$ cat src/rtl/sram_rd_arbiter.sv
// Read-channel arbiter between the IFU (m0) and LSU (m1) masters in front of one SRAM slave.
// A grant covers exactly one AR/R transaction. The granted master's channels are routed
// straight through to the SRAM. The master that is not granted sees ready/valid low and
// zero data and response.
//
// Ports
//   clk, rst_n                  : clock and asynchronous active-low reset
//   m0_* (IFU), m1_* (LSU)      : master-side AR/R channels
//   s_*                         : SRAM-side AR/R channels
//   grant_id                    : current owner (0 = IFU, 1 = LSU), meaningful while busy
//   busy                        : high whenever a transaction owns the SRAM
//
// Configuration
//   ARB_ROUND_ROBIN_EN : when defined, simultaneous requests alternate using a last_grant
//                        register. When undefined, the LSU has fixed priority over the IFU.
module sram_rd_arbiter #(
   parameter int unsigned DATA_LEN = 32
) (
   input  logic                clk,
   input  logic                rst_n,
   // IFU side
   input  logic                m0_arvalid,
   output logic                m0_arready,
   input  logic [DATA_LEN-1:0] m0_araddr,
   output logic [DATA_LEN-1:0] m0_rdata,
   output logic                m0_rvalid,
   output logic [2:0]          m0_rresp,
   input  logic                m0_rready,
   // LSU side
   input  logic                m1_arvalid,
   output logic                m1_arready,
   input  logic [DATA_LEN-1:0] m1_araddr,
   output logic [DATA_LEN-1:0] m1_rdata,
   output logic                m1_rvalid,
   output logic [2:0]          m1_rresp,
   input  logic                m1_rready,
   // SRAM side
   output logic                s_arvalid,
   input  logic                s_arready,
   output logic [DATA_LEN-1:0] s_araddr,
   input  logic [DATA_LEN-1:0] s_rdata,
   input  logic                s_rvalid,
   input  logic [2:0]          s_rresp,
   output logic                s_rready,
   // status
   output logic                grant_id,
   output logic                busy
);

   typedef enum logic [1:0] {
      IDLE = 2'b00,
      ADDR = 2'b01,
      DATA = 2'b10
   } state_t;

   state_t state;
   state_t state_next;
   logic   grant;
   logic   grant_next;
   logic   winner;
   logic   fwd_r;
   logic   sel_arvalid;
   logic   sel_rready;

`ifdef ARB_ROUND_ROBIN_EN
   logic   last_grant;
   logic   last_grant_next;
`endif

   // State, grant and arbitration history registers
   always_ff @(posedge clk or negedge rst_n) begin
      if (!rst_n) begin
         state      <= IDLE;
         grant      <= 1'b0;
`ifdef ARB_ROUND_ROBIN_EN
         last_grant <= 1'b1;
`endif
      end else begin
         state      <= state_next;
         grant      <= grant_next;
`ifdef ARB_ROUND_ROBIN_EN
         last_grant <= last_grant_next;
`endif
      end
   end

   // Next-state logic and combinational routing of the granted master
   always_comb begin
      state_next  = state;
      grant_next  = grant;
`ifdef ARB_ROUND_ROBIN_EN
      last_grant_next = last_grant;
`endif
      winner      = 1'b0;
      fwd_r       = 1'b0;
      sel_arvalid = grant ? m1_arvalid : m0_arvalid;
      sel_rready  = grant ? m1_rready  : m0_rready;

      s_arvalid   = 1'b0;
      s_araddr    = '0;
      s_rready    = 1'b0;
      m0_arready  = 1'b0;
      m1_arready  = 1'b0;
      m0_rvalid   = 1'b0;
      m1_rvalid   = 1'b0;
      m0_rdata    = '0;
      m1_rdata    = '0;
      m0_rresp    = 3'b000;
      m1_rresp    = 3'b000;

      case (state)
         IDLE: begin
            if (m0_arvalid || m1_arvalid) begin
`ifdef ARB_ROUND_ROBIN_EN
               // On contention, the master that was not served last time wins
               winner          = (m0_arvalid && m1_arvalid) ? ~last_grant : m1_arvalid;
               last_grant_next = winner;
`else
               winner          = m1_arvalid;
`endif
               grant_next = winner;
               state_next = ADDR;
            end
         end

         ADDR: begin
            s_arvalid  = sel_arvalid;
            s_araddr   = grant ? m1_araddr : m0_araddr;
            m0_arready = !grant && s_arready;
            m1_arready =  grant && s_arready;
            fwd_r      = 1'b1;
            // A dropped arvalid means no SRAM handshake could have occurred
            if (!sel_arvalid)
               state_next = IDLE;
            else if (s_arready && s_rvalid && sel_rready)
               state_next = IDLE;
            else if (s_arready)
               state_next = DATA;
         end

         DATA: begin
            fwd_r = 1'b1;
            if (s_rvalid && sel_rready)
               state_next = IDLE;
         end

         default: begin
            state_next = IDLE;
            grant_next = 1'b0;
         end
      endcase

      // The R channel is routed while a transaction is in flight; the response is forwarded unchanged
      if (fwd_r) begin
         s_rready = sel_rready;
         if (grant) begin
            m1_rvalid = s_rvalid;
            m1_rdata  = s_rdata;
            m1_rresp  = s_rresp;
         end else begin
            m0_rvalid = s_rvalid;
            m0_rdata  = s_rdata;
            m0_rresp  = s_rresp;
         end
      end
   end

   assign busy     = (state != IDLE);
   assign grant_id = busy && grant;

endmodule

$ cat config.mk
export PLATFORM = sky130hd
export DESIGN_NAME = sram_rd_arbiter
export DESIGN_NICKNAME = d
export VERILOG_FILES = /design/src/rtl/sram_rd_arbiter.sv
export SDC_FILE = /design/constraint.sdc
export NUM_CORES = 1
export LEC_CHECK = 0
export ABC_AREA = 1
export BUFFER_PORTS_ARGS = -buffer_cell sky130_fd_sc_hd__buf_2
export CAP_MARGIN = 20
export CORE_AREA = 4 4 81 83
export CTS_CLUSTER_SIZE = 20
export DETAILED_ROUTE_END_ITERATION = 16
export DIE_AREA = 0 0 85 87
export HOLD_SLACK_MARGIN = 0.02
export PLACE_DENSITY = 0.78
export SLEW_MARGIN = 20
export SYNTH_ARGS = -nofsm -noshare
export SYNTH_HDL_FRONTEND = slang
export SYNTH_SLANG_ARGS = --single-unit
$ cat constraint.sdc
create_clock -name clk -period 1.45 [get_ports clk]
set_input_delay 0.0725 -clock clk [delete_from_list [all_inputs] [get_ports clk]]
set_output_delay 0.0725 -clock clk [all_outputs]
set_load 0.02 [all_outputs]
==> flow_summary.toml, run 1 <==
[sta]
drv_slew = 0
timing.final.crit_period_ns = 1.62
max-slew-margin-rel = 0.795
clock.fmax_mhz = 618
rsz0062_at_grt = "true"
totalNegativeSetupSlack_ns = -7.03
final_critical_path_setup_slack_ns = -0.169
worst_clock_skew_ns = 0.000671
final_min_period_over_clock_period = 1.12
hold_violations = 0
timing_worst_slew_pin_value_ns = 0.308
setup-violations-final = 102

[floorplan]
num_rows = 28
initial_core_util = 0.217
die_height_um = 87
dieArea_mm2 = 0.00740
core_area_mm2 = 0.00585
top_level_ports = 217
dieWidth_um = 85

[run_status]
status = "complete, but fails checks"
violations = "negative setup slack"

[critical_path]
crit_arrival_ns = 1.55
crit_path_start = "state[1]"
timing.setup.critical_path_class = "flop to primary output"
worst-r2r-cell-count = 9
reg2reg_from = "state[0]"
timing.critical_path.slowest_cell_delay_ns = 0.34
worstSetupEndpointType = "primary output"
cp-start-kind = "flop"
worstPathRequired_ns = 1.38
critical_path.max_fanout = 24
worst_r2r_endpoint = "state[0]"
cp_cell_sequence = "inv_2 > ha_4 > nand2_4 > buf_12 > nor2_1 > buf_4"
reg2reg_slack_ns = 0.02
crit_path_end = "m0_rdata[29]"
crit_path_top_delay_cell = "sky130_fd_sc_hd__dfrtp_1"

[yosys]
synth_enable_flop_cells = 0
yosysUniqueCellTypes = 19
synth.cell_area_mm2 = 0.00127
synth.ff_latch_count = 3
asyncSetResetFlopFracSynth = 1.00
synth_most_common_cell = "sky130_fd_sc_hd__nor2_1"
post_synth_inst_count = 268
synth_top_cells_by_area = "sky130_fd_sc_hd__nand3_1, sky130_fd_sc_hd__nor2_1, sky130_fd_sc_hd__nand2_1"
synth_area_per_cell_um2 = 4.73
synth-seq-area-share = 0.0592
yosys_warnings = 0
synth_area_leader_cell = "sky130_fd_sc_hd__nand3_1"
synth_ff_type = "sky130_fd_sc_hd__dfrtp_1"
synth.top_cells.by_count = "sky130_fd_sc_hd__nor2_1, sky130_fd_sc_hd__nand3_1, sky130_fd_sc_hd__nand2_1, sky130_fd_sc_hd__inv_1, sky130_fd_sc_hd__buf_2"
mappedNetlistNets = 378
synth_top_cell_area_share = 0.265

[layout]
n_fill_cell = 527
layout_cells_sized_above_1 = 0.600
finished_layout_cells = 562
final_nets = 598
num_antenna_cells = 0
syn_to_final_growth_pct = 163
final_std_cell_area_no_fill_mm2 = 0.00333

[clock_tree]
clk_lat_worst_skew_ns = 0.21
tritoncts_clock_tree = "done"
clk_transition_reported_paths_ns = 0.03
htree_levels = 1
clock_path_buffers = 2
tritoncts_sink_count = 3
cts_root_buf = "sky130_fd_sc_hd__clkbuf_8"
tritoncts.num_buffers = 3

[route]
wl_met3_um = 683
num_vias = 2635
routed-wl-met2_um = 4840
firstDrtPassIters = 4
finalWirelength_um = 8830
route.top_layer_used = "met4"
drt-wirelength-per-cell_um = 15.7
m1WireLength_um = 3050
detail_route.drc_violations = 0
drt-vias-per-instance = 4.69
antenna_left = 0
initialDrtViolationCount = 114

[power]
fin_total_pwr_mw = 7.00
leakagePower_nw = 2.00
ir_worst_vdd_uv = 991
power_density_over_the_cells_mw_per_mm2 = 2100

[placed_design]
placedCellCount = 550
place_area_mm2 = 0.00245
post-place-ws_ns = 0.0454
dp_hpwl_um = 5590
place.port_buffers = 216
gp_routability_congestion = 0.839

[grt]
number_of_global_route_vias_before_repair = 2384
grt_first_pass_wirelength_um = 11400
grt_remaining_overflow = 0
gr-usage-all-layers = 0.185
grt_max_degree = 30
antenna_found_initial = 0

[hold_path]
hold_path_class = "input port to flop"

[flow_run]
drv_cap = 0
==> cell type report <==
cell class	instances	area, um2	share of cell area
tap	75	93.8	0.0282
timing repair buffer	236	1810	0.543
clock buffer	4	45.0	0.0135
sequential	3	75.1	0.0225
inverter	44	165	0.0496
multi-input combinational	200	1140	0.343
==> per-stage QoR <==
stage	util	hold slack, ns
2_1_floorplan	-	-0.223
3_3_place_gp	0.419	-0.128
3_5_place_dp	0.419	-0.126
4_1_cts	0.507	0.168
5_1_grt	0.569	0.176
6_report	0.569	0.170
==> routing by layer <==
layer | GRT usage | vias up
met5 | 0 | -
met4 | 0.0489 | 0
met3 | 0.0322 | 22
met2 | 0.357 | 138
met1 | 0.206 | 1213
li1 | - | 1262
==> cell families (layout without fill, tap and decap cells) <==
logic type | after synthesis | in the layout | synth area share
flip-flops | 3 | 3 | 0.0592
adder cells (fa/ha/maj) | 3 | 3 | 0.0296
AO/OA/AOI/OAI | 3 | 3 | 0.0138
AND/OR/NAND/NOR | 194 | 194 | 0.673
buffers and inverters | 65 | 284 | 0.224
==> placed cells by master (no fill, tap or decap) <==
cell and n:
sky130_fd_sc_hd__buf_8 1, sky130_fd_sc_hd__nor3_1 1, sky130_fd_sc_hd__ha_4 2, sky130_fd_sc_hd__clkbuf_16 2, sky130_fd_sc_hd__nand3_1 66, sky130_fd_sc_hd__clkbuf_8 3, sky130_fd_sc_hd__dlygate4sd3_1 1, sky130_fd_sc_hd__nand4_1 1
sky130_fd_sc_hd__nand3_4 2, sky130_fd_sc_hd__nor2_2 25, sky130_fd_sc_hd__buf_6 48, sky130_fd_sc_hd__o211ai_1 1, sky130_fd_sc_hd__buf_16 3, sky130_fd_sc_hd__a21oi_1 2, sky130_fd_sc_hd__dfrtp_1 3, sky130_fd_sc_hd__nor2_1 36
sky130_fd_sc_hd__ha_1 1, sky130_fd_sc_hd__inv_2 3, sky130_fd_sc_hd__buf_12 3, sky130_fd_sc_hd__inv_1 41, sky130_fd_sc_hd__nand2_8 1, sky130_fd_sc_hd__clkbuf_1 1, sky130_fd_sc_hd__nand2_4 3, sky130_fd_sc_hd__nand2_2 3
sky130_fd_sc_hd__buf_4 64, sky130_fd_sc_hd__nand3_2 1, sky130_fd_sc_hd__nand2_1 41, sky130_fd_sc_hd__nor2_4 14, sky130_fd_sc_hd__buf_2 114
==> power by group <==
| group | leakage [nW] | switching [mW] | internal [mW] |
|---|---|---|---|
| logic | 1.94 | 3.79 | 2.82 |
| registers | 0.0382 | 0.0431 | 0.118 |
| clock network | 0.0228 | 0.0546 | 0.187 |
==> flip-flops by register name, summed over array words and instances (netlist names) <==
register and cells:
state 2, grant 1
==> worst min path at each step <==
stage                          start  cells past startpoint        to
final                     m1_arvalid                      3     grant
after global routing      m1_arvalid                      3     grant
after CTS                 m1_arvalid                      3     grant
after detailed placement       rst_n                      1  state[1]
after global placement         rst_n                      1  state[1]
after floorplan                rst_n                      0     grant
==> worst max-delay path: cells and delay by family, from the launching register on <==
kind / cells / cell delay (ns)
buf+inv: 3 / 0.42
simple gates: 2 / 0.24
flops: 1 / 0.34
fa+ha+maj: 1 / 0.32
==> timing repair <==
action                                 CTS  global route
gates resized for setup                131            90
setup endpoints to repair              102           106
endpoints found under the hold margin    3             0
gates cloned                             3             2
hold buffers                             1             0
buffers inserted                         1             1
pin swaps                                3             2
No activity file was read; power rests on OpenSTA's default activity.
==> run 2, diff against run 1 <==
Settings changed: ABC_AREA 1 to default, PLACE_DENSITY 0.78 to 0.79.
Clock period 1.45 ns to 1.9 ns, I/O delays scaled along.
==> flow_summary.toml, run 2 <==
[yosys]
asyncSetResetFlopFracSynth = 1.00
yosys_warnings = 0
post_synth_inst_count = 184
synth-seq-area-share = 0.0569
synth_top_cell_area_share = 0.258
synth.cell_area_mm2 = 0.00132
synth_enable_flop_cells = 0
yosysUniqueCellTypes = 19
synth.top_cells.by_count = "sky130_fd_sc_hd__and3_1, sky130_fd_sc_hd__and2_1, sky130_fd_sc_hd__mux2i_1, sky130_fd_sc_hd__nor2b_1"
synth_ff_type = "sky130_fd_sc_hd__dfrtp_1"
synth.ff_latch_count = 3
synth_most_common_cell = "sky130_fd_sc_hd__and3_1"
synth_area_leader_cell = "sky130_fd_sc_hd__mux2i_1"
synth_area_per_cell_um2 = 7.17
synth_top_cells_by_area = "sky130_fd_sc_hd__mux2i_1, sky130_fd_sc_hd__and3_1, sky130_fd_sc_hd__and2_1"
mappedNetlistNets = 294

[critical_path]
crit_path_top_delay_cell = "sky130_fd_sc_hd__dfrtp_1"
reg2reg_from = "grant"
timing.critical_path.slowest_cell_delay_ns = 0.36
timing.setup.critical_path_class = "flop to primary output"
reg2reg_slack_ns = 0.53
worstPathRequired_ns = 1.80
worst-r2r-cell-count = 4
crit_arrival_ns = 1.69
worstSetupEndpointType = "primary output"
worst_r2r_endpoint = "state[1]"
critical_path.max_fanout = 9
critPathTopFamily = "buffers and inverters"
cp-start-kind = "flop"
cp_cell_sequence = "inv_1 > ha_1 > inv_2 > nor2_4 > clkbuf_4 > and2_1 > buf_2"
crit_path_buffers_inverters = 4

[power]
fin_total_pwr_mw = 4.00
total_switching_power_mw = 2.37
internal_power_mw = 1.63
power_density_over_the_cells_mw_per_mm2 = 1580
clock_power_share = 0.046
ir_worst_vdd_uv = 896
p_seq_frac = 0.031
leakagePower_nw = 1.68
combinationalPowerShare = 0.923
switching_share = 0.593

[run_status]
status = "finished clean"

[grt]
grt_remaining_overflow = 0
gr-usage-all-layers = 0.150
antenna_found_initial = 0
grt_first_pass_wirelength_um = 9360
grt_max_degree = 40
number_of_global_route_vias_before_repair = 2030

[sta]
clock.fmax_mhz = 560
hold_violations = 0
worst_clock_skew_ns = 0.00169
setup-violations-final = 0
timing_worst_slew_pin_value_ns = 0.517
drv_slew = 0
max-slew-margin-rel = 0.655
totalNegativeSetupSlack_ns = 0
timing.final.crit_period_ns = 1.79
rsz0062_at_grt = "false"
final_min_period_over_clock_period = 0.940

[clock_tree]
clk_lat_worst_skew_ns = 0.21
tritoncts_sink_count = 3
htree_levels = 1
tritoncts_clock_tree = "done"
clock_path_buffers = 2
cts_root_buf = "sky130_fd_sc_hd__clkbuf_8"
tritoncts.num_buffers = 3
clk_transition_reported_paths_ns = 0.03

[route]
num_vias = 2044
initialDrtViolationCount = 68
finalWirelength_um = 6360
drt-wirelength-per-cell_um = 13.6
drt-vias-per-instance = 4.36
detail_route.drc_violations = 0
antenna_left = 0
firstDrtPassIters = 4

[layout]
finished_layout_cells = 469
final_cell_mix = "sky130_fd_sc_hd__buf_2, sky130_fd_sc_hd__and3_1, sky130_fd_sc_hd__and2_1"
layout.core_utilization = 0.432
num_antenna_cells = 0
most_common_cell_after_layout_fill_and_taps_aside = "sky130_fd_sc_hd__buf_2"
multi_input_comb_area_mm2 = 0.00114
largestRegisters = "state (2), grant (1)"
n_fill_cell = 592
layout_cells_sized_above_1 = 0.584
regArea_um2 = 76.3
syn_to_final_growth_pct = 91.6
top_register = "state"
final_nets = 505
final_std_cell_area_no_fill_mm2 = 0.00253
largest_register_ff_count = 2

[placed_design]
gp_routability_congestion = 0.765
place.port_buffers = 216
dp_hpwl_um = 5220
place_area_mm2 = 0.00244
placedCellCount = 462

[hold_path]
hold_path_class = "input port to flop"
holdPathEnd = "grant"
min-delay-start = "m1_arvalid"
hold-path-cell-count = 2

[floorplan]
top_level_ports = 217
dieArea_mm2 = 0.00740
die_height_um = 87
core_area_mm2 = 0.00585
dieWidth_um = 85
num_rows = 28
initial_core_util = 0.225

[flow_run]
drv_cap = 0
==> run 2: cell count changes in the layout (fill, tap and decap cells not counted), sizes merged, moves of 2 or more <==
cell	change
inv	-38
nand3	-69
and3	+37
a32o	+2
buf	-11
a21oi	-2
nor2b	+33
mux2i	+34
nor2	-71
and2	+35
nand2	-45
nand2b	+2
==> run 2: area by class of cell <==
class / count / share of cell area
Clock buffer: 4 / 0.0178
Inverter: 6 / 0.00892
Multi-Input combinational cell: 157 / 0.450
Sequential cell: 3 / 0.0302
Tap cell: 75 / 0.0371
Timing Repair Buffer: 224 / 0.456
==> run 2: logic make-up after synthesis <==
| kind of cell | Yosys count | synth area share |
|---|---|---|
| buf+inv | 24 | 0.0863 |
| mux | 35 | 0.267 |
| compound gates | 4 | 0.0304 |
| simple gates | 115 | 0.531 |
| flops | 3 | 0.0569 |
| fa+ha+maj | 3 | 0.0285 |
==> run 2: how the worst max path moves through the flow <==
stage / startpoint / slack (ns) / end / depth (start not counted)
final: state[0] / 0.11 / m0_rdata[4] / 7
after global routing: state[1] / 0.008 / m0_rdata[14] / 7
after CTS: state[0] / 0.04 / m0_rdata[19] / 7
after detailed placement: state[0] / 0.27 / m0_rdata[19] / 7
after global placement: state[1] / 0.38 / m0_rdata[24] / 7
after floorplan: state[1] / 0.30 / m0_rdata[10] / 7
==> run 2: through the flow <==
stage / setup slack, ns / hold WS [ns]
2_1_floorplan: 0.298 / -0.201
3_3_place_gp: 0.380 / -0.109
3_5_place_dp: 0.271 / -0.106
4_1_cts: 0.0387 / 0.192
5_1_grt: 0.00805 / 0.195
6_report: 0.114 / 0.196
==> run 2: per-layer routing <==
metal | up-vias | track usage | wire (um)
met5 | - | 0 | 0
li1 | 1036 | - | -
met2 | 110 | 0.296 | 3480
met3 | 10 | 0.0293 | 574
met4 | 0 | 0.0475 | 100
met1 | 888 | 0.157 | 2210
==> run 2: power by group through the flow <==
stage | combinational, mW | sequential, mW | clock (mW)
finish | 3.69 | 0.125 | 0.183
global route | 4.01 | 0.129 | 0.196
CTS | 3.62 | 0.121 | 0.190
detailed placement | 3.61 | 0.122 | 0
global placement | 3.53 | 0.117 | 0
floorplan | 2.51 | 0.109 | 0
==> run 2: what timing repair did <==
item	4_1_cts	5_1_grt
buffers inserted	0	0
hold buffers	1	0
hold endpoints to repair	3	0
endpoints found under the setup margin	0	35
resized for setup	0	7
==> run 2: worst register-to-register path, delay by kind of cell (launching register included) <==
| family | cells | cell delay [ns] |
|---|---|---|
| flops | 1 | 0.45 |
| mux | 1 | 0.35 |
| compound gates | 2 | 0.34 |
| simple gates | 1 | 0.11 |
